==> config.mk <==
export PLATFORM = sky130hd
export DESIGN_NAME = pipe_adder
export DESIGN_NICKNAME = d
export VERILOG_FILES = /design/src/rtl/pipe_adder.sv
export SDC_FILE = /design/constraint.sdc
export NUM_CORES = 1
export LEC_CHECK = 0
export CAP_MARGIN = 20
export CELL_PAD_IN_SITES_DETAIL_PLACEMENT = 0
export CELL_PAD_IN_SITES_GLOBAL_PLACEMENT = 1
export CORE_MARGIN = 2
export CORE_UTILIZATION = 35
export CTS_CLUSTER_DIAMETER = 60
export DETAILED_ROUTE_END_ITERATION = 12
export PLACE_DENSITY_LB_ADDON = 0.05
export SETUP_SLACK_MARGIN = 0.4
export SLEW_MARGIN = 20
export SYNTH_ARGS = -nofsm -noshare
export SYNTH_HDL_FRONTEND = slang
export SYNTH_SLANG_ARGS = --single-unit
==> constraint.sdc <==
create_clock -name clk -period 5.65 [get_ports clk]
set_input_delay 0.565 -clock clk [delete_from_list [all_inputs] [get_ports clk]]
set_output_delay 0.565 -clock clk [all_outputs]
set_load 0.05 [all_outputs]
==> src/rtl/pipe_adder.sv <==
// Pipelined add/subtract unit: a WIDTH-bit operation is split into CHUNK-bit ripple
// slices, one slice per stage, with the inter-slice carry registered between stages.
module pipe_adder #(
   parameter int WIDTH = 32,
   parameter int CHUNK = 8
) (
   input  logic             clk,
   input  logic             reset,
   input  logic             in_valid,
   output logic             in_ready,
   input  logic             sub,
   input  logic             carryin,
   input  logic [WIDTH-1:0] x,
   input  logic [WIDTH-1:0] y,
   output logic             out_valid,
   input  logic             out_ready,
   output logic [WIDTH-1:0] sum,
   output logic             carryout,
   output logic             overflow
);
   localparam int NSTAGE = WIDTH / CHUNK;

   // Returns {carry into the slice MSB, carry out of the slice, slice sum}.
   function automatic logic [CHUNK+1:0] slice_add(input logic [CHUNK-1:0] a,
                                                  input logic [CHUNK-1:0] b,
                                                  input logic             ci);
      logic [CHUNK-1:0] s;
      logic             c;
      logic             c_top;
      s     = '0;
      c     = ci;
      c_top = ci;
      for (int i = 0; i < CHUNK; i++) begin
         c_top = c;
         s[i]  = a[i] ^ b[i] ^ c;
         c     = (a[i] & b[i]) | (a[i] & c) | (b[i] & c);
      end
      return {c_top, c, s};
   endfunction

   // Operands are kept right-shifted so each stage always consumes the low CHUNK bits;
   // finished sum slices enter from the top and reach their final position in the last stage.
   logic             v_q  [NSTAGE];
   logic             c_q  [NSTAGE];
   logic             mc_q [NSTAGE];
   logic [WIDTH-1:0] a_q  [NSTAGE];
   logic [WIDTH-1:0] b_q  [NSTAGE];
   logic [WIDTH-1:0] s_q  [NSTAGE];
   logic             rdy  [NSTAGE];

   always_comb begin
      rdy[NSTAGE-1] = ~v_q[NSTAGE-1] | out_ready;
      for (int k = NSTAGE - 2; k >= 0; k--) begin
         rdy[k] = ~v_q[k] | rdy[k+1];
      end
   end

   for (genvar k = 0; k < NSTAGE; k++) begin : g_stage
      logic [WIDTH-1:0] a_in;
      logic [WIDTH-1:0] b_in;
      logic [WIDTH-1:0] s_in;
      logic             c_in;
      logic             v_in;
      logic [CHUNK+1:0] r;

      if (k == 0) begin : g_head
         assign a_in = x;
         assign b_in = sub ? ~y : y;
         assign c_in = sub | carryin;
         assign s_in = '0;
         assign v_in = in_valid;
      end else begin : g_tail
         assign a_in = a_q[k-1];
         assign b_in = b_q[k-1];
         assign c_in = c_q[k-1];
         assign s_in = s_q[k-1];
         assign v_in = v_q[k-1];
      end

      assign r = slice_add(a_in[CHUNK-1:0], b_in[CHUNK-1:0], c_in);

      always_ff @(posedge clk) begin
         if (reset) begin
            // NOTE: datapath fields are cleared too, so sum/carryout/overflow read 0 after reset.
            v_q[k]  <= 1'b0;
            c_q[k]  <= 1'b0;
            mc_q[k] <= 1'b0;
            a_q[k]  <= '0;
            b_q[k]  <= '0;
            s_q[k]  <= '0;
         end else if (rdy[k]) begin
            v_q[k] <= v_in;
            if (v_in) begin
               a_q[k]  <= a_in >> CHUNK;
               b_q[k]  <= b_in >> CHUNK;
               s_q[k]  <= WIDTH'({r[CHUNK-1:0], s_in} >> CHUNK);
               c_q[k]  <= r[CHUNK];
               mc_q[k] <= r[CHUNK+1];
            end
         end
      end
   end

   assign in_ready  = rdy[0];
   assign out_valid = v_q[NSTAGE-1];
   assign sum       = s_q[NSTAGE-1];
   assign carryout  = c_q[NSTAGE-1];
   assign overflow  = c_q[NSTAGE-1] ^ mc_q[NSTAGE-1];

endmodule
# Word level (Yosys, flattened, before mapping)
# Memory sizes are Yosys's and may differ from the RTL's.
# Cells that the tools add are included.
[totals]
mem_bits_rw = 332
latch_bits = 0
mem_count = 6
register_bits = 0
out_inout_bits = 36
rom_bits = 0
[memory_table]
columns = ["name", "depth", "width", "read_ports", "rd_ports_with_merged_regs", "wr", "line", "source"]
rows = [
  ["s_q", 4, 32, 4, 0, 4, "48", "logic [WIDTH-1:0] s_q [NSTAGE];"],
  ["a_q", 4, 24, 3, 0, 4, "46", "logic [WIDTH-1:0] a_q [NSTAGE];"],
  ["b_q", 4, 24, 3, 0, 4, "47", "logic [WIDTH-1:0] b_q [NSTAGE];"],
  ["c_q", 4, 1, 4, 0, 4, "44", "logic c_q [NSTAGE];"],
  ["mc_q", 4, 1, 1, 0, 4, "45", "logic mc_q [NSTAGE];"],
  ["v_q", 4, 1, 4, 0, 4, "43", "logic v_q [NSTAGE];"],
]
[op_classes]
n_bitwise = 259
div_mod_pow = 0
n_mux = 55
n_lt_le_gt_ge = 0
reduce_logical = 0
n_eq_ne = 0
addsub = 0
multipliers = 0
n_shift = 0
[op_table]
columns = ["operator", "n"]
rows = [
  ["$mux W24", 8],
  ["$mux W32", 5],
  ["$and A1 B1 Y1", 96],
  ["$or A1 B1 Y1", 93],
  ["$xor A1 B1 Y1", 65],
  ["$mux W1", 42],
  ["$not A32 Y32", 1],
  ["$not A1 Y1", 4],
]

# Depth between registers and ports, before layout
[depth]
word_depth = 27
depth_mapped = 13
depth_no_buf = 12

# Least setup slack after synthesis
# Ideal clock, no wire load.
[synth_path]
path_kind = "input to register"
start = "input port sub"
end = "memory s_q[0][31] (data pin)"
cell_stages = 13
setup_slack_ps = 1202
setup_ps = 276
path_buffers = 2
arrival_ps = 4172
path_cell_list = "buf_2 -> buf_2 -> xor2_1 -> fa_1 -> inv_1 -> fa_1 -> fa_1 -> fa_1 -> fa_1 -> fa_1 -> fa_1 -> fa_1 -> a211oi_1"
[synth_lines]
columns = ["item", "line", "source"]
rows = [
  ["start: declaration", "11", "input logic sub,"],
  ["end: declaration", "48", ""],
]

==> impl_metrics.yaml <==
synth:
  netlist_instances: 559
  synth_adder_area_share_pct: 7.32
  ys_ff_latch: 185
  synth.largest_area_cell: "edfxtp_1"
  synth_area_leaders: "edfxtp_1 64%, fa_1 7.3%, nor3b_1 5.7%"
  synth_area_sq_um: 8750
  synthXorXnorAreaFrac_pct: 3.30
  synth_top_family_by_area: "simple AND/OR/NAND/NOR gates"
  synth_area_per_cell_sq_um: 15.7
  synthMuxAreaShare_pct: 0
  synth_cell_types: 31
  yosysSeqAreaShare_pct: 63.5
  synth_simple_gate_area_share_pct: 13.4
  syn_nets: 661
  synth_compound_area_share_pct: 7.19
  synth_warnings: 0
  yosysTopAreaCellShare_pct: 63.5
cts:
  clkLatencyLatePin_ps: 420
  cts_resized: 0
  h-tree-depth: 4
  cts_tree: "yes"
  cts_inserted_buffers: 17
  clk_pin_slew_worst_paths_ps: 70
  hold_buffers: 0
  cts_setup_buffers: 0
  clkSinkCount: 185
  cts_root_buf: "clkbuf_16"
  ctsLongestPathBuffers: 2
floorplanning:
  die_area_sq_um: 26300
  io_pins: 106
  coreArea_sq_um: 24500
  die_h_um: 162
  start_util_pct: 35.8
  fp.dieW_um: 162
  num_rows: 57
critical_path:
  crit_path_max_incr_delay_ps: 540
  cp-end-kind: "register"
  cp_max_fo: 2
  crit_path_start_kind: "register"
  cpMostUsedCell: "fa_1"
  cp.required_ps: 5880
  reg2reg_to: "s_q[1][63]"
  cp_slowest_cell: "fa_1"
  ff2ff_path_depth: 11
  crit_type: "reg -> reg"
  r2r_start: "b_q[1][0]"
  rrSetupSlack_ps: 1250
  cp.arrival_ps: 4630
  crit_chain: "inv_1 -> fa_1 -> inv_1 -> fa_1 -> fa_1 -> fa_1 -> fa_1 -> fa_1 -> fa_1 -> fa_1 -> nor4b_1"
layout:
  insertedDiodeCount: 0
  fin_util_pct: 43.4
  nets: 740
  nFillCells: 2197
  final_cell_mix: "185 x edfxtp_1, 104 x clkdlybuf4s50_1, 66 x nor3b_1"
  final_area_sq_um: 10600
  final_common_cell: "edfxtp_1"
  drive_gt1_share_pct: 16.4
  area_growth_pct: 21.5
min_path:
  hp-start: "a_q[0][21]"
  hold_path_class: "reg -> reg"
  whs_path_depth: 1
  hold_end: "a_q[0][37]"
grt:
  grt.total_usage_pct: 12.1
  grt_remaining_overflow: 0
  antenna_found_initial: 0
  grt_pass1_vias: 4489
  grt_max_degree: 82
  grt_pass1_wl_mm: 25.0
placed_design:
  dpl_cell_area_sq_um: 10000
  dp_slack_ps: 914
  gp_congestion: 0.706
  io_buffers: 105
  hpwl_mm: 10.2
route:
  drt_iter0_drc: 209
  wl_per_cell_um: 15.4
  first_pass_iters: 4
  top_layer_used: "met4"
  wl_met2_mm: 6.20
  dr_wl_met3_um: 539
  drc: 0
  vias: 4463
  totalWireLength_mm: 15.0
  drt-met1-wl_mm: 8.12
  vias_per_cell: 4.58
  postRouteAntennaNets: 0
sta:
  setup_slack_ps: 1250
  fin_skew_ps: 8.50
  fin_setup_tns_ps: 0
  slew_violations: 0
  fmax_mhz: 227
  worst_pin_slew_ps: 847
  rsz0062_at_grt: "no"
  period_share_pct: 78.0
  period_needed_ps: 4400
  max_slew_margin_pct: 43.6
  setup_viol: 0
  hold_viol_final: 0
power:
  total_power_w: 0.00305
  power-per-cell-area_nw_per_um2: 287
  power.leakage_nw: 3.59
  vdd_drop_max_mv: 0.132
flow_run:
  cap_violations: 0
outcome:
  outcome: "finished, final reports clean"
metrics by stage:
step                      cells  hold WS (ps)
final                       975           569
after global routing        975           601
after CTS                   973           571
after detailed placement    941           546
after global placement      941           556
after floorplan             559           537
where the power goes:
group          leakage [nW]  switching [W]  internal, W
logic                  1.33       0.000183     0.000154
registers              2.00      0.0000282      0.00160
clock network         0.265       0.000511     0.000573
worst max-delay path: cells and delay by family (launching register included):
| kind | cells | cell delay [ps] |
|---|---|---|
| DFF | 1 | 370 |
| and+or+nand+nor | 1 | 230 |
| adders and majority gates | 8 | 3490 |
| buffers and inverters | 2 | 140 |
cells by family after synthesis:
logic type               Yosys count
AO/OA/AOI/OAI                     62
XOR/XNOR                          33
adder cells (fa/ha/maj)           32
buffers and inverters            107
flip-flops                       185
AND/OR/NAND/NOR                  140
how the worst max path moves through the flow:
stage | start | to | slack, ps | depth (start not counted)
after floorplan | sub | s_q[0][31] | 1200 | 13
after global placement | y[0] | s_q[0][31] | 1010 | 12
after detailed placement | y[0] | s_q[0][31] | 910 | 12
after CTS | b_q[1][0] | s_q[1][63] | 1170 | 11
after global routing | b_q[1][0] | s_q[1][63] | 1070 | 11
final | b_q[1][0] | s_q[1][63] | 1250 | 11
area by class of cell:
class,instances,area [sq um],share of cell area [%]
Sequential cell,185,5560,52.3
Multi-Input combinational cell,267,2760,26.0
Timing Repair Buffer,117,1180,11.1
Clock buffer,18,429,4.04
Tap cell,324,405,3.81
Inverter,50,188,1.77
Clock inverter,14,111,1.05
cells in the mapped netlist:
library cell,instances
clkbuf_1,24
nor3b_2,20
clkbuf_4,1
nand2_1,1
nor4b_1,33
xor2_1,2
a211oi_2,33
and3b_1,1
buf_6,3
nor2_1,2
edfxtp_1,185
nor2b_1,1
nand2b_1,4
or2_2,2
nand2b_4,1
fa_1,32
xnor2_1,31
nand3b_1,1
a21oi_1,1
nand4b_1,1
nor3_1,5
o22a_1,1
inv_2,1
a21o_1,1
and4b_1,1
nor3b_1,66
buf_2,29
nor4_1,1
a211oi_1,24
o21bai_1,2
inv_1,49
state kept, by name (all words and copies together), names as in the netlist:
name / cells
a_q: 48
mc_q: 1
s_q: 80
c_q: 4
v_q: 4
b_q: 48
routing by layer:
metal	vias to the layer above	global-route usage [%]
met4	0	3.38
met2	89	16.5
li1	2225	-
met1	2139	18.9
met3	10	3.09
met5	-	0
(Power assumes the default switching activity.)
